===== config.mk =====
export PLATFORM = sky130hd
export DESIGN_NAME = mem_io_bus_ctrl
export DESIGN_NICKNAME = d
export VERILOG_FILES = /design/src/rtl/mem_io_bus_ctrl.sv
export SDC_FILE = /design/constraint.sdc
export NUM_CORES = 1
export LEC_CHECK = 0
export CAP_MARGIN = 5
export CORE_AREA = 3 3 135 137
export DETAILED_ROUTE_END_ITERATION = 8
export DIE_AREA = 0 0 138 140
export DONT_BUFFER_PORTS = 1
export GPL_TIMING_DRIVEN = 0
export PLACE_DENSITY = 0.58
export SLEW_MARGIN = 20
export SYNTH_ARGS = -nofsm -noshare
export SYNTH_HDL_FRONTEND = slang
export SYNTH_SLANG_ARGS = --single-unit

===== constraint.sdc =====
create_clock -name clock -period 3.6 [get_ports clock]
set_clock_uncertainty 0.2 [all_clocks]
set_input_delay 0.72 -clock clock [delete_from_list [all_inputs] [get_ports clock]]
set_output_delay 0.72 -clock clock [all_outputs]
set_load 0.01 [all_outputs]

===== src/rtl/mem_io_bus_ctrl.sv =====
// Shared data-memory / MMIO bus sequencer. Arbitrates the CPU load/store port and the UART
// programmer port (round robin on ties), runs one transaction at a time and returns a
// one-cycle ack with read data to the owning port.
module mem_io_bus_ctrl #(
  parameter int unsigned MEM_LAT = 1,
  parameter logic [21:0] IO_HI   = 22'h3FFFFF
) (
  input  logic        clock,
  input  logic        rst_n,
  input  logic        cpu_req,
  input  logic        cpu_we,
  input  logic [31:0] cpu_addr,
  input  logic [31:0] cpu_wdata,
  output logic        cpu_ack,
  output logic        cpu_stall,
  output logic [31:0] cpu_rdata,
  input  logic        upg_req,
  input  logic        upg_we,
  input  logic [31:0] upg_addr,
  input  logic [31:0] upg_wdata,
  output logic        upg_ack,
  output logic [31:0] upg_rdata,
  output logic        mem_en,
  output logic        mem_we,
  output logic [31:0] mem_addr,
  output logic [31:0] mem_wdata,
  input  logic [31:0] mem_rdata,
  output logic        io_rd,
  output logic        io_wr,
  output logic [9:0]  io_addr_low,
  output logic [15:0] io_wdata,
  input  logic [15:0] io_rdata,
  output logic        led_cs,
  output logic        sw_cs,
  output logic        dig_cs,
  output logic        bus_owner
);

  typedef enum logic [2:0] {StIdle, StMemAcc, StMemWait, StIoAcc, StResp} state_e;

  state_e      state_q, state_d;
  logic        owner_q, owner_d;          // 0 = CPU, 1 = upg
  logic        last_grant_q, last_grant_d;
  logic        we_q, we_d;
  logic [31:0] addr_q, addr_d;
  logic [31:0] wdata_q, wdata_d;
  logic [2:0]  cnt_q, cnt_d;
  logic [31:0] cpu_rdata_q, cpu_rdata_d;
  logic [31:0] upg_rdata_q, upg_rdata_d;

  logic        gnt_upg;
  logic [31:0] sel_addr;
  logic        led_hit, sw_hit, dig_hit;
  logic        cap_en;
  logic [31:0] cap_data;

  // On a tie the port that did not win last time is granted
  assign gnt_upg  = upg_req & (~cpu_req | ~last_grant_q);
  assign sel_addr = gnt_upg ? upg_addr : cpu_addr;

  assign led_hit = (addr_q[9:0] == 10'h060) || (addr_q[9:0] == 10'h062);
  assign sw_hit  = (addr_q[9:0] == 10'h070) || (addr_q[9:0] == 10'h072);
  assign dig_hit = (addr_q[9:0] == 10'h080) || (addr_q[9:0] == 10'h082);

  // State and transaction registers
  always_ff @(posedge clock or negedge rst_n) begin
    if (!rst_n) begin
      state_q      <= StIdle;
      owner_q      <= 1'b0;
      last_grant_q <= 1'b1;
      we_q         <= 1'b0;
      addr_q       <= '0;
      wdata_q      <= '0;
      cnt_q        <= '0;
      cpu_rdata_q  <= '0;
      upg_rdata_q  <= '0;
    end else begin
      state_q      <= state_d;
      owner_q      <= owner_d;
      last_grant_q <= last_grant_d;
      we_q         <= we_d;
      addr_q       <= addr_d;
      wdata_q      <= wdata_d;
      cnt_q        <= cnt_d;
      cpu_rdata_q  <= cpu_rdata_d;
      upg_rdata_q  <= upg_rdata_d;
    end
  end

  // Next-state, request latching and read-data capture
  always_comb begin
    state_d      = state_q;
    owner_d      = owner_q;
    last_grant_d = last_grant_q;
    we_d         = we_q;
    addr_d       = addr_q;
    wdata_d      = wdata_q;
    cnt_d        = cnt_q;
    cpu_rdata_d  = cpu_rdata_q;
    upg_rdata_d  = upg_rdata_q;
    cap_en       = 1'b0;
    cap_data     = '0;
    unique case (state_q)
      StIdle: begin
        if (cpu_req || upg_req) begin
          owner_d      = gnt_upg;
          last_grant_d = gnt_upg;
          we_d         = gnt_upg ? upg_we : cpu_we;
          addr_d       = sel_addr;
          wdata_d      = gnt_upg ? upg_wdata : cpu_wdata;
          state_d      = (sel_addr[31:10] == IO_HI) ? StIoAcc : StMemAcc;
        end
      end
      StMemAcc: begin
        if (we_q) begin
          state_d = StResp;
        end else begin
          state_d = StMemWait;
          cnt_d   = 3'(MEM_LAT);
        end
      end
      StMemWait: begin
        cnt_d = cnt_q - 3'd1;
        if (cnt_q == 3'd1) begin
          cap_en   = 1'b1;
          cap_data = mem_rdata;
          state_d  = StResp;
        end
      end
      StIoAcc: begin
        // Only the switch block is readable; every other IO read returns zero
        cap_en   = ~we_q;
        cap_data = sw_hit ? {16'h0000, io_rdata} : 32'h0;
        state_d  = StResp;
      end
      StResp: begin
        state_d = StIdle;
      end
      default: begin
        state_d = StIdle;
      end
    endcase
    if (cap_en) begin
      if (owner_q) begin
        upg_rdata_d = cap_data;
      end else begin
        cpu_rdata_d = cap_data;
      end
    end
  end

  // Moore outputs decoded from state and latched request
  always_comb begin
    cpu_ack     = 1'b0;
    upg_ack     = 1'b0;
    mem_en      = 1'b0;
    mem_we      = 1'b0;
    mem_addr    = '0;
    mem_wdata   = '0;
    io_rd       = 1'b0;
    io_wr       = 1'b0;
    io_addr_low = '0;
    io_wdata    = '0;
    led_cs      = 1'b0;
    sw_cs       = 1'b0;
    dig_cs      = 1'b0;
    unique case (state_q)
      StMemAcc: begin
        mem_en    = 1'b1;
        mem_we    = we_q;
        mem_addr  = addr_q;
        mem_wdata = wdata_q;
      end
      StIoAcc: begin
        io_rd       = ~we_q;
        io_wr       = we_q;
        io_addr_low = addr_q[9:0];
        io_wdata    = wdata_q[15:0];
        led_cs      = led_hit & we_q;
        sw_cs       = sw_hit & ~we_q;
        dig_cs      = dig_hit & we_q;
      end
      StResp: begin
        cpu_ack = ~owner_q;
        upg_ack = owner_q;
      end
      default: begin
      end
    endcase
  end

  assign cpu_stall = cpu_req & ~cpu_ack;
  assign cpu_rdata = cpu_rdata_q;
  assign upg_rdata = upg_rdata_q;
  assign bus_owner = owner_q;

endmodule


==> After elaboration in Yosys (flattened, before gate mapping) <==
Cells that the tools add are included.
{ "word_totals": {"ff_bits": 137, "ramBits": 0, "romBits": 0, "mem_count": 0, "inputBits": 182, "word_cells": 75, "out_inout_bits": 165, "latchBits": 0} }
{ "classes": {"addsub": 1, "n_mul": 0, "n_div": 0, "bitwise": 11, "n_reduce_logical": 11, "n_mux": 28, "shifts": 0, "eq_ne": 15, "magnitude_cmp": 0} }
{ "ops": {"columns": ["operator", "n"], "rows": [
  ["32-bit two-way mux", 5],
  ["32-bit case mux with 2 select lines", 1],
  ["10-bit by 7-bit equality test with 1-bit output (second input constant)", 4],
  ["16-bit two-way mux", 2],
  ["22-bit equality test (second input constant)", 1],
  ["10-bit by 8-bit equality test with 1-bit output (second input constant)", 2],
  ["3-bit two-way mux", 4],
  ["3-bit case mux with 4 select lines", 1],
  ["1-bit two-way mux", 11],
  ["10-bit two-way mux", 1],
  ["2-bit AND reduction", 5],
  ["3-bit by 1-bit equality test with 1-bit output (second input constant)", 2],
  ["3-bit by 2-bit equality test with 1-bit output (second input constant)", 2],
  ["2-bit != test (second input constant)", 3],
  ["3-bit case mux with 2 select lines", 1],
  ["1-bit AND", 5],
  ["1-bit NOT", 5],
  ["1-bit logical OR", 4],
  ["3-bit equality test (second input constant)", 1],
  ["3-bit logical NOT", 1],
  ["3-bit by 1-bit subtractor with 3-bit output (second input constant)", 1],
  ["2-bit two-way mux", 1],
  ["1-bit case mux with 2 select lines", 1],
  ["2-bit nonzero test", 1],
  ["1-bit bitwise OR", 1]
]} }

==> Depth between registers and ports, before layout <==
Gate-level depths: netlist (run 1).
{ "depth": {"word_depth": 8, "ltp_mapped": 8} }

==> Worst setup path after synthesis (run 1) <==
OpenSTA, ideal clock, no wires.
{ "synth_path": {"path_type": "reg2out", "start": "reg state_q[1]", "end": "out mem_addr[10]", "t_arrival_ns": 1.488, "path_slack_ns": 1.192, "n_path_buf": 3, "path_stages_with_launch": 6, "path_cell_list": "dfrtp_1 > clkbuf_1 > nor3b_1 > buf_1 > clkbuf_1 > and2_1"} }
{ "synth_via": {"elab_chain_len": 2} }
{ "synth_rtl": {"columns": ["element", "line_no", "source"], "rows": [
  ["start: declaration", "41", "state_e state_q, state_d;"],
  ["start signal: assignment", "68", "state_q <= StIdle;"],
  ["start signal: assignment", "78", "state_q <= state_d;"],
  ["3-bit by 1-bit equality test with 1-bit output", "167", "unique case (state_q)"],
  ["32-bit two-way mux", "167", null],
  ["end: declaration", "25", "output logic [31:0] mem_addr,"]
]} }
Every way passes these cells.

==> Final worst setup path (run 1) <==
{ "layout_path": {"start": "reg state_q[0]", "end": "out io_addr_low[1]"} }
{ "layout_via": {"elab_chain_len": 2} }
{ "layout_rtl": {"columns": ["element", "line_no", "source"], "rows": [
  ["3-bit by 2-bit equality test with 1-bit output", "167", null],
  ["10-bit two-way mux", "167", null],
  ["end: declaration", "30", "output logic [9:0] io_addr_low,"]
]} }
Every way passes these cells.

==> impl_metrics.toml, run 1 <==
[timing]
relSlewSlack_pct = 34.80
min_period_over_period_pct = 90.02
finalHoldViolations = 136
tns_ps = 0
rsz0062_at_grt = "false"
finalSetupViolCount = 0
min_period_ps = 3241
worst_slew_pin_slew_ps = 964.8
fmax_mhz = 308.6
finalMaxSlewViolations = 0
fin_ws_ps = 359.3
timing.hold.ws_ps = -201.4

[logic_synthesis]
netlist_area_sq_um = 6696
synth_ff_type = "dfrtp_1"
syn_inst = 627
synth_edf_count = 0
netlist.area_leader.share_pct = 50.82
async_flop_share_pct = 100.0
ys_warn_count = 0
synth_top_area_cell = "dfrtp_1"
seq_area_frac_synth_pct = 51.21
yosysUniqueCellTypes = 42
ys_top_cells_by_area = "dfrtp_1 51%, mux2i_1 9.7%, and2_1 8.7%"
synth.avg_cell_area_sq_um = 10.68
synth_fp_nets = 811
yosys_register_bits = 137

[worst_setup_path]
crit_family = "buffers and inverters"
crit_fanout = 10
worst-r2r-setup-slack_ps = 950
r2r_cells = 6
critPathKind = "reg2out"
arrival_ps = 2320
crit_top_cell = "clkbuf_1"
worst-path-buf-inv = 2
cpMaxStageDelayCell = "dfrtp_1"
r2r_end = "addr_q[0]"
r2r-start = "state_q[2]"
endpoint_kind = "output pin"
crit_chain = "clkbuf_1 -> nand2_1 -> nor2_4 -> clkbuf_1 -> and2_1"
worst_ep_required_time_ps = 2680
slowest_delay_ps = 420
start_kind = "flop"

[clock_tree]
clk_latency_ps = 410
cts_tree = "yes"
cts-root-buf = "clkbuf_16"
cts.sinks = 137
htree_levels = 4
clockBufferDepth = 2
cts_inserted_buffers = 17
cts_setup_buffers = 0
path_clk_slew_ps = 60

[placement]
place_hpwl_mm = 16.03
post-place-ws_ps = 174.7
port-buffer-count = 0
gp_congestion = 0.8078

[floorplan]
fp.dieH_microns = 140
coreArea_sq_um = 17180
io_pins = 347
row_count = 48
die_area_sq_um = 19320
die_width_microns = 138
start_util_pct = 38.99

[drt]
num_vias = 4994
first_iter_violations = 130
wl_per_cell_microns = 23.57
first_pass_iters = 4
routed_wl_mm = 20.83
drtAntennaViolNets = 0
drc_errors = 0
routed_via_density = 5.649

[status]
violations = "negative hold slack"
outcome = "finished with violations"

[grt]
grt_pass1_vias = 5221
antenna_found_initial = 0
grt_max_degree = 138
globalRouteOverflowTotal = 0
grt_usage_pct = 20.61
grt_pass1_wl_mm = 31.24

[final_layout]
area.growth.synth_to_final_pct = 12.78
drive_gt1_share_pct = 9.863
mostFrequentLayoutCell = "dfrtp_1"
nFillCells = 1622
antennaDiodeCount = 0
fin_nets = 830
final_cell_mix = "136 x dfrtp_1, 93 x and2_1, 74 x nand2_1"

[job]
drv_cap = 0

[min_path]
hold_class = "in2async"

[power_and_ir_drop]
power.leakage_nw = 3.447
peakVddDrop_uv = 389.8
power.density_nw_per_um2 = 851.0
[Yosys cell counts (2+ instances only)]
library cell and number:
a21boi_0 2, a21oi_1 6, a22o_1 46, a31oi_1 3, and2_1 93, buf_1 2, buf_2 10, buf_4 2
clkbuf_1 32, dfrtp_1 136, ha_1 2, inv_1 4, mux2_1 20, mux2_2 12, mux2i_1 65, nand2_1 74
nand3b_1 2, nand4_1 9, nand4bb_1 2, nor2_1 8, nor2b_1 3, nor3_1 3, nor4_1 5, o21ai_0 67
o21ai_1 2
[where the power goes]
part	leakage (nW)	internal (mW)	switching, mW
clock network	0.252	0.954	0.694
logic	1.44	0.754	1.21
registers	1.76	2.20	0.615
[logic make-up after synthesis]
family / synth area share, %
AO/OA/AOI/OAI: 13.04
AND/OR/NAND/NOR: 17.00
buffers and inverters: 3.270
flip-flops: 51.21
multiplexers: 15.10
adder cells (fa/ha/maj): 0.3736
[what timing repair did]
| action | CTS | global route |
|---|---|---|
| endpoints found under the hold margin | 137 | 137 |
| gates resized for setup | 3 | 2 |
| setup endpoints to repair | 40 | 22 |
| pin swaps | 0 | 0 |
[worst max path at each step]
| stage | startpoint | to | slack, ps | cells past startpoint |
|---|---|---|---|---|
| 2_1_floorplan | state_q[1] | mem_addr[10] | 1190 | 5 |
| 3_3_place_gp | state_q[1] | mem_wdata[30] | 160 | 5 |
| 3_5_place_dp | state_q[1] | mem_wdata[30] | 170 | 5 |
| 4_1_cts | state_q[1] | mem_addr[10] | 80 | 5 |
| 5_1_grt | state_q[0] | io_addr_low[1] | 90 | 5 |
| 6_report | state_q[0] | io_addr_low[1] | 360 | 5 |
[cell type report]
cell class                      instances  area (sq um)  area share [%]
Tap cell                              225         281.5           3.728
Multi-Input combinational cell        439          3067           40.61
Inverter                                4         15.01          0.1988
Clock buffer                           19         432.9           5.732
Buffer                                 47         206.4           2.734
Clock inverter                         13         120.1           1.590
Sequential cell                       137          3430           45.41
[metrics by stage]
| step | utilization, % | instances | instance area, sq um | total power, mW | hold WS [ps] |
|---|---|---|---|---|---|
| after global routing | 43.97 | 884 | 7552 | 6.867 | -233.5 |
| final | 43.97 | 884 | 7552 | 6.427 | -201.4 |
| after detailed placement | 40.66 | 852 | 6984 | 4.821 | 227.6 |
| after global placement | 40.63 | 852 | 6978 | 4.713 | 227.5 |
| after CTS | 43.91 | 884 | 7542 | 6.496 | -218.6 |
| after floorplan | - | 627 | 6696 | 4.153 | 224.4 |
[worst register-to-register path, cell delays in order, from the launching register on]
cell and delay [ps]:
dfrtp_1 420, nor3_1 500, o21ai_1 380, clkbuf_1 400
clkbuf_1 380, nand2_1 160, o21ai_0 80
[flip-flops by register name, indices dropped and copies added (netlist names)]
register      cells
addr_q           32
bus_owner         1
cnt_q             3
cpu_rdata        32
last_grant_q      1
state_q           3
upg_rdata        32
wdata_q          32
we_q              1
[metal layers]
metal  global-route usage (%)  wire length, microns  share of wire, %  vias to the layer above
li1                         -                     -                 -                     2250
met1                    23.68                  7956                38                     2458
met2                    35.07                 10470                50                      260
met3                    9.013                  1994               9.6                       26
met4                    6.032                   416               2.0                        0
met5                        0                     0                 0                        -
Power figures use the tool's default switching activity.
==> inputs of run 2 (changes only) <==
--- a/config.mk
+++ b/config.mk
@@ -11,6 +11,7 @@
 export DIE_AREA = 0 0 138 140
 export DONT_BUFFER_PORTS = 1
 export GPL_TIMING_DRIVEN = 0
+export HOLD_SLACK_MARGIN = 0.1
 export PLACE_DENSITY = 0.58
 export SLEW_MARGIN = 20
 export SYNTH_ARGS = -nofsm -noshare
==> results of run 2 <==
Same layout as run 1: the final DEF is identical, and so are final timing and power.
==> inputs of run 3 (changes only) <==
--- a/config.mk
+++ b/config.mk
@@ -5,7 +5,6 @@
 export SDC_FILE = /design/constraint.sdc
 export NUM_CORES = 1
 export LEC_CHECK = 0
-export CAP_MARGIN = 5
 export CORE_AREA = 3 3 135 137
 export DETAILED_ROUTE_END_ITERATION = 8
 export DIE_AREA = 0 0 138 140
==> results of run 3 <==
Same layout as run 1: the final DEF is identical, and so are final timing and power.
